[src/rtl/pipe_hazard_ctrl.sv]
// Pipeline hold/flush/bubble sequencer for the 5-stage core.
// A single prioritised FSM drives the PC and pipeline-register enables and keeps saturating event counters.
module pipe_hazard_ctrl #(
    parameter int IMEM_LAT = 1,
    parameter int CNT_W    = 16
) (
    input  logic             clk,
    input  logic             rst_n,
    input  logic             hdu_stall,
    input  logic             ex_branch_taken,
    input  logic             dmem_busy,
    input  logic             clr_cnt,
    output logic             pc_en,
    output logic             ifid_en,
    output logic             ifid_flush,
    output logic             idex_flush,
    output logic             ex_en,
    output logic [1:0]       state,
    output logic [CNT_W-1:0] stall_cnt,
    output logic [CNT_W-1:0] freeze_cnt,
    output logic [CNT_W-1:0] flush_cnt
);

    typedef enum logic [1:0] {
        ST_RUN      = 2'b00,
        ST_MEM_WAIT = 2'b01,
        ST_FLUSH    = 2'b10,
        ST_ILLEGAL  = 2'b11
    } state_t;

    localparam logic [3:0] LAT = 4'(IMEM_LAT);

    state_t     cur_state, next_state;
    logic [3:0] flush_left, next_flush_left;
    logic       act_run, act_flush, act_freeze;
    logic       inc_stall, inc_freeze, inc_flush;

    always_ff @(posedge clk) begin
        if (!rst_n) begin
            cur_state  <= ST_RUN;
            flush_left <= 4'd0;
        end else begin
            cur_state  <= next_state;
            flush_left <= next_flush_left;
        end
    end

    // Decide which kind of cycle this is, then apply a single action block for it.
    always_comb begin
        act_run    = 1'b0;
        act_flush  = 1'b0;
        act_freeze = 1'b0;
        case (cur_state)
            ST_RUN:      act_run = 1'b1;
            ST_FLUSH: begin
                if (dmem_busy) act_freeze = 1'b1;
                else           act_flush  = 1'b1;
            end
            ST_MEM_WAIT: begin
                if (dmem_busy)               act_freeze = 1'b1;
                else if (flush_left != 4'd0) act_flush  = 1'b1;
                else                         act_run    = 1'b1;
            end
            default: ;
        endcase
        if (act_run && dmem_busy) begin
            act_run    = 1'b0;
            act_freeze = 1'b1;
        end
    end

    always_comb begin
        pc_en           = 1'b1;
        ifid_en         = 1'b1;
        ex_en           = 1'b1;
        ifid_flush      = 1'b0;
        idex_flush      = 1'b0;
        next_state      = ST_RUN;
        next_flush_left = flush_left;
        inc_stall       = 1'b0;
        inc_freeze      = 1'b0;
        inc_flush       = 1'b0;

        if (act_freeze) begin
            pc_en      = 1'b0;
            ifid_en    = 1'b0;
            ex_en      = 1'b0;
            next_state = ST_MEM_WAIT;
            inc_freeze = 1'b1;
        end else if (act_flush) begin
            ifid_flush      = 1'b1;
            inc_flush       = 1'b1;
            next_flush_left = flush_left - 4'd1;
            next_state      = (flush_left == 4'd1) ? ST_RUN : ST_FLUSH;
        end else if (act_run && ex_branch_taken) begin
            ifid_flush = 1'b1;
            idex_flush = 1'b1;
            inc_flush  = 1'b1;
            if (LAT != 4'd0) begin
                next_flush_left = LAT;
                next_state      = ST_FLUSH;
            end
        end else if (act_run && hdu_stall) begin
            pc_en      = 1'b0;
            ifid_en    = 1'b0;
            idex_flush = 1'b1;
            inc_stall  = 1'b1;
        end

        // Reset holds the front end and injects bubbles regardless of state.
        if (!rst_n) begin
            pc_en      = 1'b0;
            ifid_en    = 1'b0;
            ex_en      = 1'b0;
            ifid_flush = 1'b1;
            idex_flush = 1'b1;
        end
    end

    always_ff @(posedge clk) begin
        if (!rst_n || clr_cnt) begin
            stall_cnt  <= '0;
            freeze_cnt <= '0;
            flush_cnt  <= '0;
        end else begin
            if (inc_stall && stall_cnt != '1)   stall_cnt  <= stall_cnt + 1'b1;
            if (inc_freeze && freeze_cnt != '1) freeze_cnt <= freeze_cnt + 1'b1;
            if (inc_flush && flush_cnt != '1)   flush_cnt  <= flush_cnt + 1'b1;
        end
    end

    assign state = cur_state;

endmodule

[config.mk]
export PLATFORM = sky130hd
export DESIGN_NAME = pipe_hazard_ctrl
export DESIGN_NICKNAME = d
export VERILOG_FILES = /design/src/rtl/pipe_hazard_ctrl.sv
export SDC_FILE = /design/constraint.sdc
export NUM_CORES = 1
export LEC_CHECK = 0
export CAP_MARGIN = 20
export CORE_MARGIN = 2
export CORE_UTILIZATION = 40
export CTS_CLUSTER_SIZE = 10
export DETAILED_ROUTE_END_ITERATION = 6
export GPL_TIMING_DRIVEN = 0
export PLACE_DENSITY = 0.66
export SYNTH_ARGS = -nofsm -noshare
export SYNTH_HDL_FRONTEND = slang
export SYNTH_SLANG_ARGS = --single-unit
[constraint.sdc]
create_clock -name clk -period 5.4 [get_ports clk]
set_clock_uncertainty 0.15 [all_clocks]
set_input_delay 1.08 -clock clk [delete_from_list [all_inputs] [get_ports clk]]
set_output_delay 1.08 -clock clk [all_outputs]
set_load 0.02 [all_outputs]
==> key figures <==
Floorplan
  • Io pins: 61
  • Initial Utilization: 41.2%
  • Core Area: a little under 7000 µm²
  • Die Span X: 87.4 µm
  • DIE AREA: 7640 µm²
  • Num rows: 30
  • Die Ht: 87.4 µm

Routing
  • DRT Wirelength: 6.87 mm
  • Routed Antenna Nets: 0
  • DRC: 0
  • Via-to-Cell Ratio: 5.62
  • Routed via count: 2739
  • Drt wl/cell: 14.1 µm
  • DRT iter0 DRCs: 110
  • Drt pass-1 iters: 4

Timing
  • Count of final max-slew check failures: 0
  • Setup ws final: 0.974 ns
  • Fin Setup TNS: 0 ns
  • Fin. Hold Viols: 0
  • Final setup viols: 0
  • Max Clock Freq: 226 MHz
  • Min Tclk post-route: 4.43 ns
  • Slew headroom: 43.0%
  • Worst Hold Margin: 0.365 ns
  • RSZ-0062 raised after global routing: false
  • Final period utilization: around four fifths
  • Slew @ Worst Pin: between 0.8 and 0.9 ns

CTS
  • Cts bufs inserted: 5
  • H-tree levels: 2
  • Maximum buffer depth of the clock tree: 2
  • CTS resizes: 0
  • Worst skew pair latency: around 0.31 ns
  • Clock-pin transition on the worst setup and hold timing paths: 0.09 ns
  • Post-CTS Setup Inserts: 0
  • CTS Root Cell: clkbuf_8
  • Hold-fix buffers, CTS: 0
  • CTS Sinks: 54
  • CTS tree: yes

Placement
  • Worst slack, placed: roughly 0.95 ns
  • Placed cells: 479
  • PortBufs: 59
  • DP HPWL: 5.06 mm
  • Routability congestion estimate: 0.792

Critical path
  • CP arrival: around 3.2 ns
  • Crit path kind: in -> out
  • CP endpoint kind: output pin
  • Launch point of the worst path: dmem_busy
  • CP Max Fanout: 7
  • Worst setup endpoint: ifid_flush
  • Reg-to-Reg Start: state[0]
  • FF-to-FF path depth: 10
  • Worst Path Required: about 4.2 ns
  • Reg2Reg Setup Slack: 2.76 ns
  • Reg2reg end: flush_cnt[8]
  • CP startpoint kind: primary input

Job
  • MaxCap Viol Count: 0

Layout
  • Antenna Cells: 0
  • Fillers: roughly 650
  • Ratio of cells with drive above 1 in the final layout: 5.65%
  • Multi-input gate area: about 1600 µm²
  • Area grow syn2layout: 28.8%
  • Nets: 420
  • Register area: between 1000 and 1500 µm²
  • Final cell count without fillers: 487
  • Final Core Density: 53.1%

Yosys
  • EDFF count, synth: 0
  • Mapped Nets: 354
  • Async S/R FF share, synth: 0%
  • Cell accounting for the most synthesized area: dfxtp_1
  • Synthesized area: 2780 µm²
  • Sequential-to-total area share from yosys stat: between 30% and 40%
  • Mapped Avg Cell Area: roughly 8.2 µm²
  • FF+latch count, synth: 54
  • Post-synth top area share: about two fifths
  • Most frequent cells after synthesis: 54 x dfxtp_1, 35 x nor2_1, 29 x nand2_1, 25 x a21oi_1, 22 x o21ai_0
  • Predominant post-synthesis flop cell: dfxtp_1
  • Top-count cell post-synth: dfxtp_1
  • Post-synthesis cell type count: 51
  • YS warnings: 0
  • Synth top area cells: dfxtp_1 39%, nor2_1 4.7%, a21oi_1 4.5%
  • Cells after synthesis: 340

Outcome
  • Outcome: complete, no violations

Power
  • Pwr dens: 204 nW/µm²
  • Worst vdd ir: around 0.10 mV
  • Static Leak: between 1 and 1.5 nW

Hold path
  • Worst Hold Class: reg -> reg

GRT
  • Largest net degree at the start of global routing: 16
  • Vias in the first global route: 2407
  • Total global routing overflow: 0
  • First-pass GRT wire length: between 10 and 15 mm
  • GRT Util Overall: 18.4%
  • Initial antenna violation count: 0
-- state kept, by name, indices dropped and copies added, names as in the netlist --
signal      flops
state           2
flush_cnt      16
flush_left      4
freeze_cnt     16
stall_cnt      16
-- critical path: stages --
cell and delay (ns):
clkdlybuf4s50_1 0.52, or3_1 0.40, clkbuf_1 0.18, and2_0 0.16, clkbuf_1 0.16, nand2_1 0.09, clkdlybuf4s50_1 0.60
-- report_power, final --
group	total (mW)	internal, mW	switching, mW
Combinational	0.0651	0.0260	0.0391
Clock	0.262	0.130	0.132
Sequential	0.403	0.401	0.00288
Total	0.730	0.556	0.174
-- final cells by class --
cell class	instances	area share [%]
buffer	15	2.16
clock buffer	8	3.07
inverter	13	1.36
multi-input combinational	258	44.0
sequential	54	30.2
tap	80	2.79
timing repair buffer	59	16.5
-- through the flow --
step,power [mW],instance area [µm²]
2_1_floorplan,0.453,2780
3_3_place_gp,0.478,3470
3_5_place_dp,0.478,3470
4_1_cts,0.741,3580
5_1_grt,0.762,3580
6_report,0.730,3580
-- cell families after synthesis --
| logic type | after synthesis | synth area share (%) |
|---|---|---|
| AO/OA/AOI/OAI | 87 | 19.7 |
| XOR/XNOR | 11 | 3.46 |
| adder cells (fa/ha/maj) | 8 | 3.60 |
| buffers and inverters | 28 | 4.54 |
| flip-flops | 54 | 38.8 |
| multiplexers | 2 | 0.719 |
| AND/OR/NAND/NOR | 150 | 29.1 |
-- metal layers --
| layer | vias to the layer above | share of wire [%] | global-route usage [%] |
|---|---|---|---|
| met2 | 70 | 46 | 28.2 |
| met5 | - | 0 | 0 |
| met4 | 0 | 0.67 | 5.03 |
| met3 | 4 | 5.4 | 3.98 |
| met1 | 1291 | 48 | 26.1 |
| li1 | 1374 | - | - |
-- placed cells by master (no fill, tap or decap), types with 2 or more instances in the layout --
| master | netlist | final |
|---|---|---|
| o2111ai_1 | 2 | 2 |
| and3_1 | 4 | 4 |
| nand2_1 | 29 | 29 |
| mux2i_1 | 2 | 2 |
| nor2b_1 | 4 | 4 |
| buf_2 | 2 | 2 |
| nand4_1 | 9 | 9 |
| clkbuf_1 | 10 | 10 |
| a41o_1 | 2 | 2 |
| a31oi_1 | 3 | 3 |
| o31ai_1 | 9 | 9 |
| ha_1 | 8 | 8 |
| nor4_1 | 3 | 3 |
| nand3_1 | 18 | 18 |
| or4_1 | 12 | 12 |
| dfxtp_1 | 54 | 54 |
| xor2_1 | 9 | 9 |
| buf_6 | 2 | 2 |
| clkbuf_8 | 0 | 8 |
| or3_1 | 14 | 14 |
| a31o_2 | 2 | 2 |
| and2_1 | 4 | 4 |
| nor2_1 | 35 | 35 |
| xnor2_1 | 2 | 2 |
| a311oi_1 | 2 | 2 |
| o21a_1 | 9 | 9 |
| inv_1 | 13 | 13 |
| a21oi_1 | 25 | 25 |
| o211ai_1 | 3 | 3 |
| o21ai_0 | 22 | 22 |
| nor3_1 | 6 | 6 |
| clkdlybuf4s50_1 | 0 | 59 |
-- how the worst min path moves through the flow --
| stage | end | slack, ns | cells past startpoint | startpoint |
|---|---|---|---|---|
| finish | freeze_cnt[1] | 0.36 | 2 | freeze_cnt[1] |
| detailed placement | freeze_cnt[1] | 0.35 | 2 | freeze_cnt[1] |
| floorplan | flush_left[1] | 0.35 | 2 | flush_left[1] |
| CTS | stall_cnt[2] | 0.37 | 2 | stall_cnt[2] |
| global placement | flush_cnt[6] | 0.34 | 2 | flush_cnt[6] |
| global route | stall_cnt[13] | 0.39 | 2 | stall_cnt[13] |
No activity file was read; power rests on OpenSTA's default activity.
